===== config.mk =====
export PLATFORM = sky130hd
export DESIGN_NAME = prog_encoder_flat
export DESIGN_NICKNAME = d
export VERILOG_FILES = /design/src/rtl/prog_pkg.sv /design/src/rtl/prog_encoder_if.sv /design/src/rtl/instr_pack.sv /design/src/rtl/prog_encoder.sv /design/src/flat_wrapper.sv
export SDC_FILE = /design/constraint.sdc
export NUM_CORES = 1
export LEC_CHECK = 0
export BUFFER_PORTS_ARGS = -buffer_cell sky130_fd_sc_hd__buf_2
export CORE_MARGIN = 10
export CORE_UTILIZATION = 40
export DETAILED_ROUTE_END_ITERATION = 10
export GPL_TIMING_DRIVEN = 1
export PLACE_DENSITY = 0.79
export SLEW_MARGIN = 20
export SYNTH_ARGS = -nofsm -noshare
export SYNTH_HDL_FRONTEND = slang
export SYNTH_SLANG_ARGS = --single-unit

===== constraint.sdc =====
create_clock -name clk -period 3.2 [get_ports clk]
set_clock_uncertainty 0.1 [all_clocks]
set_input_delay 0.64 -clock clk [delete_from_list [all_inputs] [get_ports clk]]
set_output_delay 0.64 -clock clk [all_outputs]
set_load 0.005 [all_outputs]

===== src/rtl/prog_pkg.sv =====
`default_nettype none
// ============================================================================
// Module      : prog_pkg
// Description : Shared types and constants for the program loader/encoder:
//               mnemonic enumeration, opcode/funct fields, error codes and
//               FSM state encodings.
// Revision    : 1.0 - initial release
// ============================================================================
package prog_pkg;

  // Symbolic mnemonics presented by the host; values 16..31 are illegal
  typedef enum logic [4:0] {
    M_ADD  = 5'd0,
    M_SUB  = 5'd1,
    M_LDR  = 5'd2,
    M_STR  = 5'd3,
    M_LDI  = 5'd4,
    M_STI  = 5'd5,
    M_ALUI = 5'd6,
    M_BR   = 5'd7,
    M_MOV  = 5'd8,
    M_LSL  = 5'd9,
    M_ASR  = 5'd10,
    M_LSR  = 5'd11,
    M_NOT  = 5'd12,
    M_AND  = 5'd13,
    M_OR   = 5'd14,
    M_MUL  = 5'd15
  } mnem_t;

  // Opcode field, word bits [8:6]
  localparam logic [2:0] OP_RTYPE = 3'b000;
  localparam logic [2:0] OP_LDI   = 3'b001;
  localparam logic [2:0] OP_STI   = 3'b010;
  localparam logic [2:0] OP_ALUI  = 3'b011;
  localparam logic [2:0] OP_BR    = 3'b100;
  localparam logic [2:0] OP_MOV   = 3'b101;
  localparam logic [2:0] OP_SHIFT = 3'b110;
  localparam logic [2:0] OP_LOGIC = 3'b111;

  // Funct field, word bits [5:4], for register-form opcodes
  localparam logic [1:0] FN_ADD = 2'b00;
  localparam logic [1:0] FN_SUB = 2'b01;
  localparam logic [1:0] FN_LDR = 2'b10;
  localparam logic [1:0] FN_STR = 2'b11;
  localparam logic [1:0] FN_LSL = 2'b00;
  localparam logic [1:0] FN_ASR = 2'b01;
  localparam logic [1:0] FN_LSR = 2'b10;
  localparam logic [1:0] FN_NOT = 2'b11;
  localparam logic [1:0] FN_AND = 2'b00;
  localparam logic [1:0] FN_OR  = 2'b01;
  localparam logic [1:0] FN_MUL = 2'b10;

  // Sticky error codes
  localparam logic [1:0] ERR_NONE     = 2'd0;
  localparam logic [1:0] ERR_ILLEGAL  = 2'd1;
  localparam logic [1:0] ERR_MISMATCH = 2'd2;

  // Loader FSM state encoding
  typedef logic [2:0] state_t;
  localparam state_t ST_IDLE  = 3'd0;
  localparam state_t ST_WRITE = 3'd1;
  localparam state_t ST_READ  = 3'd2;
  localparam state_t ST_CHECK = 3'd3;
  localparam state_t ST_DONE  = 3'd4;
  localparam state_t ST_ERR   = 3'd5;

endpackage : prog_pkg
`default_nettype wire


===== src/rtl/prog_encoder_if.sv =====
`default_nettype none
// ============================================================================
// Module      : prog_encoder_if
// Description : Valid/ready instruction stream from the boot/test host to the
//               encoder. master = host side, slave = encoder side.
// Revision    : 1.0 - initial release
// ============================================================================
interface prog_encoder_if;

  logic       s_valid;
  logic       s_ready;
  logic [4:0] s_mnem;
  logic [3:0] s_reg;
  logic [5:0] s_imm;
  logic       s_dst;

  modport master (
    output s_valid,
    output s_mnem,
    output s_reg,
    output s_imm,
    output s_dst,
    input  s_ready
  );

  modport slave (
    input  s_valid,
    input  s_mnem,
    input  s_reg,
    input  s_imm,
    input  s_dst,
    output s_ready
  );

endinterface : prog_encoder_if
`default_nettype wire


===== src/rtl/instr_pack.sv =====
`default_nettype none
// ============================================================================
// Module      : instr_pack
// Description : Purely combinational packer from a symbolic instruction
//               (mnemonic + operand fields) to the 9-bit machine word.
//               Flags mnemonics that have no encoding.
// Revision    : 1.0 - initial release
// ============================================================================
module instr_pack
  import prog_pkg::*;
(
  input  wire logic [4:0] mnem,
  input  wire logic [3:0] rsel,
  input  wire logic [5:0] imm,
  input  wire logic       dst,
  output logic      [8:0] word,
  output logic            illegal
);

  // Map each mnemonic onto its opcode/funct/operand layout; unused operands
  // are simply not placed into the word
  always_comb begin
    word    = '0;
    illegal = 1'b0;
    case (mnem)
      M_ADD:   word = {OP_RTYPE, FN_ADD, rsel};
      M_SUB:   word = {OP_RTYPE, FN_SUB, rsel};
      M_LDR:   word = {OP_RTYPE, FN_LDR, rsel};
      M_STR:   word = {OP_RTYPE, FN_STR, rsel};
      M_LDI:   word = {OP_LDI, imm};
      M_STI:   word = {OP_STI, imm};
      M_ALUI:  word = {OP_ALUI, imm};
      M_BR:    word = {OP_BR, imm};
      // MOV carries the destination select in bit 5 and the source register
      // one position up, leaving bit 0 clear
      M_MOV:   word = {OP_MOV, dst, rsel, 1'b0};
      M_LSL:   word = {OP_SHIFT, FN_LSL, rsel};
      M_ASR:   word = {OP_SHIFT, FN_ASR, rsel};
      M_LSR:   word = {OP_SHIFT, FN_LSR, rsel};
      M_NOT:   word = {OP_SHIFT, FN_NOT, rsel};
      M_AND:   word = {OP_LOGIC, FN_AND, rsel};
      M_OR:    word = {OP_LOGIC, FN_OR, rsel};
      M_MUL:   word = {OP_LOGIC, FN_MUL, rsel};
      default: illegal = 1'b1;
    endcase
  end

endmodule : instr_pack
`default_nettype wire


===== src/rtl/prog_encoder.sv =====
`default_nettype none
// ============================================================================
// Module      : prog_encoder
// Description : Program loader. Accepts symbolic instructions, encodes them,
//               writes them sequentially into instruction memory and verifies
//               each write by reading it back. Illegal mnemonics and readback
//               mismatches park the loader in a sticky error state.
// Revision    : 1.0 - initial release
// ============================================================================
module prog_encoder
  import prog_pkg::*;
#(
  parameter int ADDR_W = 8
) (
  input  wire logic              clk,
  input  wire logic              reset,
  prog_encoder_if.slave          s,
  input  wire logic              finish,
  output logic                   im_we,
  output logic                   im_re,
  output logic      [ADDR_W-1:0] im_addr,
  output logic      [8:0]        im_wdata,
  input  wire logic [8:0]        im_rdata,
  output logic      [ADDR_W:0]   count,
  output logic                   full,
  output logic                   done,
  output logic                   err,
  output logic      [1:0]        err_code
);

  localparam logic [ADDR_W:0] c_DEPTH = {1'b1, {ADDR_W{1'b0}}};
  localparam logic [ADDR_W:0] c_ONE   = {{ADDR_W{1'b0}}, 1'b1};

  state_t            r_state;
  logic [ADDR_W:0]   r_count;
  logic [8:0]        r_word;
  logic [1:0]        r_err_code;

  logic [8:0]        w_word;
  logic              w_illegal;
  logic              w_full;
  logic              w_ready;
  logic              w_accept;
  logic              w_match;

  instr_pack u_pack (
    .mnem    (s.s_mnem),
    .rsel    (s.s_reg),
    .imm     (s.s_imm),
    .dst     (s.s_dst),
    .word    (w_word),
    .illegal (w_illegal)
  );

  // Handshake and status decode; count never exceeds DEPTH so full is exact
  always_comb begin
    w_full   = (r_count == c_DEPTH);
    w_ready  = (r_state == ST_IDLE) && !w_full;
    w_accept = s.s_valid && w_ready;
    w_match  = (im_rdata == r_word);
  end

  // Loader FSM: one instruction is accept -> write -> read -> check
  always_ff @(posedge clk) begin
    if (reset) begin
      r_state    <= ST_IDLE;
      r_count    <= '0;
      r_word     <= '0;
      r_err_code <= ERR_NONE;
    end else begin
      case (r_state)
        ST_IDLE: begin
          // An incoming instruction wins over finish in the same cycle
          if (w_accept) begin
            if (w_illegal) begin
              r_state    <= ST_ERR;
              r_err_code <= ERR_ILLEGAL;
            end else begin
              r_word  <= w_word;
              r_state <= ST_WRITE;
            end
          end else if (finish) begin
            r_state <= ST_DONE;
          end
        end
        ST_WRITE: r_state <= ST_READ;
        ST_READ:  r_state <= ST_CHECK;
        ST_CHECK: begin
          // Only a verified word advances the write pointer
          if (w_match) begin
            r_count <= r_count + c_ONE;
            r_state <= ST_IDLE;
          end else begin
            r_err_code <= ERR_MISMATCH;
            r_state    <= ST_ERR;
          end
        end
        ST_DONE:  r_state <= ST_DONE;
        ST_ERR:   r_state <= ST_ERR;
        default:  r_state <= ST_IDLE;
      endcase
    end
  end

  // Memory strobes are decoded from state, so each is a single-cycle pulse;
  // the address follows the verified count and therefore never wraps
  always_comb begin
    im_we    = (r_state == ST_WRITE);
    im_re    = (r_state == ST_READ);
    im_addr  = r_count[ADDR_W-1:0];
    im_wdata = r_word;
  end

  assign s.s_ready = w_ready;
  assign count     = r_count;
  assign full      = w_full;
  assign done      = (r_state == ST_DONE);
  assign err       = (r_state == ST_ERR);
  assign err_code  = r_err_code;

endmodule : prog_encoder
`default_nettype wire

===== src/flat_wrapper.sv =====
// flat-port wrapper written by rule: the top's interface ports become plain ports
module prog_encoder_flat import prog_pkg::*;
#(
  parameter int ADDR_W = 8
)
  (clk, reset, finish, im_we, im_re, im_addr, im_wdata, im_rdata, count, full, done, err, err_code, s_s_valid, s_s_mnem, s_s_reg, s_s_imm, s_s_dst, s_s_ready);
  prog_encoder_if s_i ();
  input  wire logic clk;
  input  wire logic reset;
  input  wire logic finish;
  output logic im_we;
  output logic im_re;
  output logic      [ADDR_W-1:0] im_addr;
  output logic      [8:0] im_wdata;
  input  wire logic [8:0] im_rdata;
  output logic      [ADDR_W:0] count;
  output logic full;
  output logic done;
  output logic err;
  output logic      [1:0] err_code;
  input wire logic [$bits(s_i.s_valid)-1:0] s_s_valid;
  input wire logic [$bits(s_i.s_mnem)-1:0] s_s_mnem;
  input wire logic [$bits(s_i.s_reg)-1:0] s_s_reg;
  input wire logic [$bits(s_i.s_imm)-1:0] s_s_imm;
  input wire logic [$bits(s_i.s_dst)-1:0] s_s_dst;
  output wire logic [$bits(s_i.s_ready)-1:0] s_s_ready;
  assign s_i.s_valid = s_s_valid;
  assign s_i.s_mnem = s_s_mnem;
  assign s_i.s_reg = s_s_reg;
  assign s_i.s_imm = s_s_imm;
  assign s_i.s_dst = s_s_dst;
  assign s_s_ready = s_i.s_ready;
  prog_encoder #(.ADDR_W(ADDR_W)) u_core (.clk(clk), .reset(reset), .s(s_i), .finish(finish), .im_we(im_we), .im_re(im_re), .im_addr(im_addr), .im_wdata(im_wdata), .im_rdata(im_rdata), .count(count), .full(full), .done(done), .err(err), .err_code(err_code));
endmodule

* Word level (Yosys, flattened, before mapping)
Cells that the tools add are included.
Operators by class: eq/ne operators 26, $add $sub $neg 1, mux-type cells 10, reduce and logical (&&, ||, !) cells 10
Operator list (number):
- $pmux 9 s16 | 1
- $eq 5x4->1 const B | 8
- $eq 5x3->1 const B | 4
- $pmux 3 s6 | 1
- $reduce_or 16->1 | 1
- $mux 3 | 4
- $eq 5x2->1 const B | 2
- $add 9x1->9 const B | 1
- $eq 9x9->1 | 1
- $eq 9x9->1 const B | 1
- $eq 3x2->1 const B | 2
- $eq 3x3->1 const B | 2
- $mux 2 | 3
- $eq 5x1->1 const B | 1
- $logic_not 5->1 | 1
- $ne 2x2->1 const B | 2
- $pmux 2 s2 | 1
- $reduce_and 4->1 | 1
- $eq 3x1->1 const B | 1
- $logic_not 3->1 | 1
- $ne 3x2->1 const B | 1
- $reduce_and 3->1 | 1
- $logic_and 1x1->1 | 2
- $ne 2x1->1 const B | 1
- 3 further kinds | 3
Storage, ports and cells: input port bits 29, register bits after elaboration 23, output and inout port bits 34

* Logic depth before layout (Yosys ltp)
Gate-level depths: netlist (run 1).
depth after elaboration 6, depth in mapped cells 7, mapped depth without buffers 6

* Modules after synthesis
Synthesis (run 1) repeated with hierarchy kept, for this count alone.
Second synthesis, totals: cells, all modules 181, area, all modules 1483.9 um2
By module, submodules not included:
- prog_encoder | instances 1, area each 1214.9 um2, cells each 138
- instr_pack | instances 1, area each 269.0 um2, cells each 43

* Worst setup path before layout (run 1)
OpenSTA, ideal clock, no wires.
kind flip-flop to output port, from register u_core.r_count[0] (netlist: u_core.count[0]), to output s_s_ready, path slack 984 ps, arrival time 1476 ps, buffers on the path 0, cell stages (with the launch flop) 6, data required time 2460 ps, path through dfxtp_1 -> inv_1 -> ha_1 -> nor4bb_1 -> and2_1 -> nor4_1
Between the ends: cells in the longest elaborated chain, start to end 3
Ends and longest elaborated chain:
- start, declared | line prog_encoder.sv:35 | logic [ADDR_W:0] r_count;
- start signal, assigned | line prog_encoder.sv:91 | r_count <= r_count + c_ONE;
- $eq 9x9->1 | line prog_encoder.sv:57 | w_full = (r_count == c_DEPTH);
- named net full | line flat_wrapper.sv:17 | output logic full;
- $logic_not 1->1 | line prog_encoder.sv:58 | w_ready = (r_state == ST_IDLE) && !w_full;
- $logic_and 1x1->1 | line prog_encoder.sv:58
- end, declared | line flat_wrapper.sv:26 | output wire logic [$bits(s_i.s_ready)-1:0] s_s_ready;
The timed path passes the listed nets, and every way through them passes these cells.

* Final worst setup path (run 1)
from register u_core.r_count[0] (netlist: u_core.count[0]), to output s_s_ready
Between the ends: cells in the longest elaborated chain, start to end 3
Ends and longest elaborated chain (line):
- $eq 9x9->1 | prog_encoder.sv:57
- $logic_not 1->1 | prog_encoder.sv:58
- $logic_and 1x1->1 | prog_encoder.sv:58
Every way passes these cells.

==> results.toml, run 1 <==
[critical_path]
critPathMaxStageDelay_ps = 490
arrival_ps = 1870
regToRegSetupSlack_ps = 920
r2r_cells = 8
rr_startpoint = "u_core.count[0]$_SDFFE_PP0N_"
crit_family = "flip-flops"
cp_max_fo = 8
cp.required_ps = 2460
path_class = "reg2out"
r2r-end = "u_core.im_wdata[7]$_SDFFE_PP0P_"
start_kind = "flip-flop"
cp-end-kind = "output pin"
path_cells = "inv_1 -> ha_1 -> nor4bb_1 -> buf_4 -> and2_1 -> nor4_1 -> buf_2"
cpMaxStageDelayCell = "dfxtp_1"
worst-path-buf-inv = 3

[timing]
drv_slew = 0
setup_violations = 0
fmax_mhz = 383.8
finalCriticalPeriod_ps = 2606
hold_viol = 0
grt_setup_unrepaired = "no"
worst_pin_slew_ps = 808.5
post-route-period-util = 0.8142
holdWs_ps = 402.5
fin_setup_tns_ps = 0
slew-limit-headroom = 0.4560

[cts]
postCtsSetupBuffers = 0
cts_tree = "built"
clk_pin_slew_ps = 80
post_cts_resized = 0
cts_made_buffers = 3
clockRootBuffer = "clkbuf_8"
htree_levels = 1
holdBufCountCts = 0
clock_latency_ps = 270
clock-sinks = 23
clk_path_buf_depth = 2

[synth]
synth_most_common_cell = "dfxtp_1"
synth_area_leaders = "dfxtp_1, mux2_2, xnor2_1"
yosysSeqAreaShare = 0.3014
netlist_area_sq_mm = 0.001528
synth_warnings = 0
yosys-top-cells-count = "dfxtp_1, nor2_1, a21oi_1"
yosysTopAreaCellShare = 0.3014
synth_nets = 218
yosys_most_used_dff = "dfxtp_1"
yosys_register_bits = 23
postSynthCellCount = 187
synthArstFlopShare = 0
yosysTopAreaCell = "dfxtp_1"
synth.avg_cell_area_sq_um = 8.170
ys_types = 43
synth_edf_count = 0

[pwr]
comb_power_share = 0.333
p_switching_uw = 298.6
power_frac_clock = 0.217
ir_worst_vdd_uv = 264.8
intPower_uw = 562.5
power_leakage_nw = 0.8185
p_per_area_mw_per_mm2 = 463.1
totalPowerFinal_uw = 861.1
pwr-share-seq = 0.450
p_sw_frac = 0.3468

[placement]
post-dp-hpwl_um = 3232
port_buffers = 62
gp_congestion = 0.8233

[floorplan]
die_width_um = 81.80
core_region_area_sq_mm = 0.003689
rows = 22
die-height_um = 81.80
design.portCount = 63
start_util = 0.4142
die-area_sq_mm = 0.006691

[cells_and_area]
fillers = 388
diodes = 0
area_growth_pct = 21.70
multi_input_area_sq_um = 942.2
drive_above_1_share = 0.3403
regArea_sq_um = 460.4
nNetsFinal = 270

[min_path]
holdPathStages = 2
min_from = "u_core.err_code[1]$_SDFFE_PP0P_"
hold_class = "reg2reg"
min_to = "u_core.err_code[1]$_SDFFE_PP0P_"

[outcome]
status = "finished clean"

[grt]
grt_pass1_wl_um = 6796
antenna_found_initial = 0
grt_max_degree = 26
grtUsageTotal = 0.1262
grt_pass1_vias = 1415
gr-total-overflow = 0

[routing]
totalWireLength_um = 4145
vias = 1516
drtPass1Iterations = 4
drt.antenna.violating_nets = 0
drc = 0
routedWlPerCell_um = 14.49
vias_per_cell = 5.301
drt_iter0_markers = 157

[job]
maxCapViolations = 0
==> worst register-to-register path, stage by stage (launching register included) <==
cell	delay [ps]
dfxtp_1	490
inv_1	100
ha_1	200
nor4bb_1	150
buf_4	160
a211oi_4	190
buf_4	230
or4b_1	450
a21oi_1	140
==> sequential cells by signal, indices dropped and copies added (netlist names) <==
register and flops:
u_core.count 9, u_core.im_wdata 9, u_core.r_state 3, u_core.err_code 2
==> power groups by stage <==
| stage | Combinational, mW | Clock (mW) | Sequential (mW) |
|---|---|---|---|
| after global routing | 0.322 | 0.204 | 0.400 |
| final | 0.287 | 0.187 | 0.387 |
| after CTS | 0.290 | 0.190 | 0.385 |
| after global placement | 0.286 | 0 | 0.391 |
| after detailed placement | 0.288 | 0 | 0.392 |
| after floorplan | 0.215 | 0 | 0.363 |
==> final cells by class <==
class | instances | share of cell area
multi-input cells | 141 | 0.5067
repair buffers | 64 | 0.1750
well taps | 48 | 0.03230
flip-flops and latches | 23 | 0.2476
clock buffers | 3 | 0.02221
inverters | 6 | 0.01211
clock inverters | 1 | 0.004038
==> stage by stage <==
stage	area (sq um)	setup WS, ps	std cells	utilization
floorplan	1528	983.8	187	-
global placement	1810	807.8	282	0.4908
detailed placement	1810	789.8	282	0.4908
CTS	1859	566.5	286	0.5041
global route	1859	419.5	286	0.5041
finish	1859	594.4	286	0.5041
==> cells in the final DEF, fill, tap and decap left out, types with 2 or more instances in the layout <==
cell type,instances
inv_1,5
ha_1,2
mux2_2,9
nor4b_1,2
nor3_1,4
a21oi_1,11
and3_1,3
nor2b_1,9
dfxtp_1,23
nand2_1,10
nand4_1,4
a211oi_1,3
a22oi_1,3
buf_4,2
buf_2,62
nor4_1,9
and2_1,3
nor4bb_1,2
nor2_1,17
o21ai_0,6
a31oi_1,5
nor3b_1,3
nand3_1,3
or3_1,4
xnor2_1,10
clkbuf_8,3
nand2b_1,5
==> kinds of logic after synthesis <==
family	Yosys count	synth area share
compound gates	38	0.1704
xor+xnor	10	0.05733
fa+ha+maj	2	0.01638
buf+inv	23	0.08190
flops	23	0.3014
mux	9	0.06634
simple gates	82	0.3063
==> worst max path at each step <==
stage                                             from  slack, ps  cells past startpoint                         endpoint
final                     u_core.count[0]$_SDFFE_PP0N_        590                      7                        s_s_ready
after global routing      u_core.count[0]$_SDFFE_PP0N_        420                      7                        s_s_ready
after CTS                 u_core.count[0]$_SDFFE_PP0N_        570                      7                        s_s_ready
after detailed placement                     s_s_valid        790                      6  u_core.im_wdata[7]$_SDFFE_PP0P_
after global placement                       s_s_valid        810                      6  u_core.im_wdata[7]$_SDFFE_PP0P_
after floorplan           u_core.count[0]$_SDFFE_PP0N_        980                      5                        s_s_ready
==> per-layer routing <==
metal / routed length [um] / vias to the layer above / GRT usage / share of wire
met5: 0 / - / 0 / 0
met2: 2010 / 39 / 0.1975 / 0.48
met4: 82 / 0 / 0.06122 / 0.020
li1: - / 777 / - / -
met3: 260 / 7 / 0.02402 / 0.063
met1: 1792 / 693 / 0.1623 / 0.43
No activity file was read; power rests on OpenSTA's default activity.
==> run 2, diff against run 1 <==
PLACE_DENSITY = 0.82   (was 0.79)
clock period = 2.39 ns   (was 3.2 ns; I/O delays follow)
==> results.toml, run 2 (synthesis results as in run 1) <==
[outcome]
status = "finished clean"

[cells_and_area]
drive_above_1_share = 0.3485
utilization = 0.5109
multi_input_area_sq_um = 948.4
nNetsFinal = 273
stdcell_area_sq_mm = 0.001884
regArea_sq_um = 460.4
fillers = 369
diodes = 0
final_cells = 289
layout.cells.most_common = "buf_2"
area_growth_pct = 23.34
mostFrequentLayoutCells = "buf_2, dfxtp_1, nor2_1"

[cts]
clk_path_buf_depth = 2
clk_pin_slew_ps = 80
cts_tree = "built"
htree_levels = 1
cts_made_buffers = 3
clock-sinks = 23
clock_latency_ps = 270
clockRootBuffer = "clkbuf_8"
postCtsSetupBuffers = 0

[critical_path]
cpMaxStageDelayCell = "dfxtp_1"
critPathMaxStageDelay_ps = 470
cp.required_ps = 1810
path_class = "reg2out"
rr_startpoint = "u_core.r_state[0]$_SDFFE_PP0P_"
cp-end-kind = "output pin"
arrival_ps = 1650
cp_max_fo = 8
path_cells = "inv_1 -> ha_1 -> nor4bb_2 -> and2_1 -> nor4_1 -> buf_2"
crit_start = "u_core.count[1]$_SDFFE_PP0N_"
start_kind = "flip-flop"

[placement]
dp.cells = 285
gp_congestion = 0.7926
dpl_cell_area_sq_mm = 0.001833
port_buffers = 62
place_ws_ps = 264.2
post-dp-hpwl_um = 3331

[timing]
hold_viol = 0
post-route-period-util = 0.9305
holdWs_ps = 377.8
worst_pin_slew_ps = 607.4
drv_slew = 0
fin_ws_ps = 166.2
fmax_mhz = 449.7
setup_violations = 0
slew-limit-headroom = 0.5893
fin_setup_tns_ps = 0
grt_setup_unrepaired = "no"
finalCriticalPeriod_ps = 2224

[routing]
totalWireLength_um = 4183
drt.antenna.violating_nets = 0
vias_per_cell = 5.339
routedWlPerCell_um = 14.47
drtPass1Iterations = 4
drc = 0
vias = 1543
drt_iter0_markers = 82

[job]
maxCapViolations = 0

[pwr]
p_per_area_mw_per_mm2 = 607.1
power_leakage_nw = 0.8357
ir_worst_vdd_uv = 242.0
totalPowerFinal_mw = 1.144

[floorplan]
die-area_sq_mm = 0.006691
rows = 22
start_util = 0.4142
design.portCount = 63
core_region_area_sq_mm = 0.003689
die_width_um = 81.80
die-height_um = 81.80

[grt]
grtUsageTotal = 0.1222
gr-total-overflow = 0
antenna_found_initial = 0
grt_pass1_wl_um = 6624
grt_pass1_vias = 1446
grt_max_degree = 26

[min_path]
hold_class = "in2reg"
min_from = "s_s_reg[1]"
-- run 2: changes by cell type in the layout (fill, tap and decap cells not counted) --
cell	change
buf_4	+3
clkbuf_1	+1
nor4bb_2	+1
nor4bb_1	-1
clkinvlp_4	-1
-- run 2: critical path: cells and delay by family (launching register included) --
kind | cells | cell delay, ps
and+or+nand+nor | 3 | 510
DFF | 1 | 470
buffers and inverters | 2 | 230
adders and majority gates | 1 | 170
-- run 2: worst paths after layout --
check	to	cells after the start	slack, ps
setup / recovery	s_s_ready	6	170
hold / removal	u_core.im_wdata[1]$_SDFFE_PP0P_	3	380
setup reg to reg	u_core.count[4]$_SDFFE_PP0N_	4	250
hold reg to reg	u_core.err_code[1]$_SDFFE_PP0P_	2	400
-- run 2: routing by layer --
layer  up-vias  wire length (um)  global-route usage
met1       697              1838              0.1410
met5         -                 0                   0
met2        57              1836              0.2069
met4         0                58             0.04082
met3         5               449             0.04148
li1        784                 -                   -
-- run 2: layout make-up --
class,count,area share
Tap cell,48,0.03187
Sequential cell,23,0.2444
Inverter,6,0.01195
Clock buffer,4,0.02390
Multi-Input combinational cell,141,0.5033
Timing Repair Buffer,67,0.1846
-- run 2: repair_timing --
item / 4_1_cts / 5_1_grt
hold buffers: 0 / 0
endpoints found under the setup margin: 0 / 1
gates resized for setup: 0 / 1
endpoints found under the hold margin: 0 / 0
-- run 2: report_power, final --
part / internal [mW] / switching (mW)
Clock: 0.119 / 0.129
Sequential: 0.437 / 0.0760
Combinational: 0.198 / 0.184
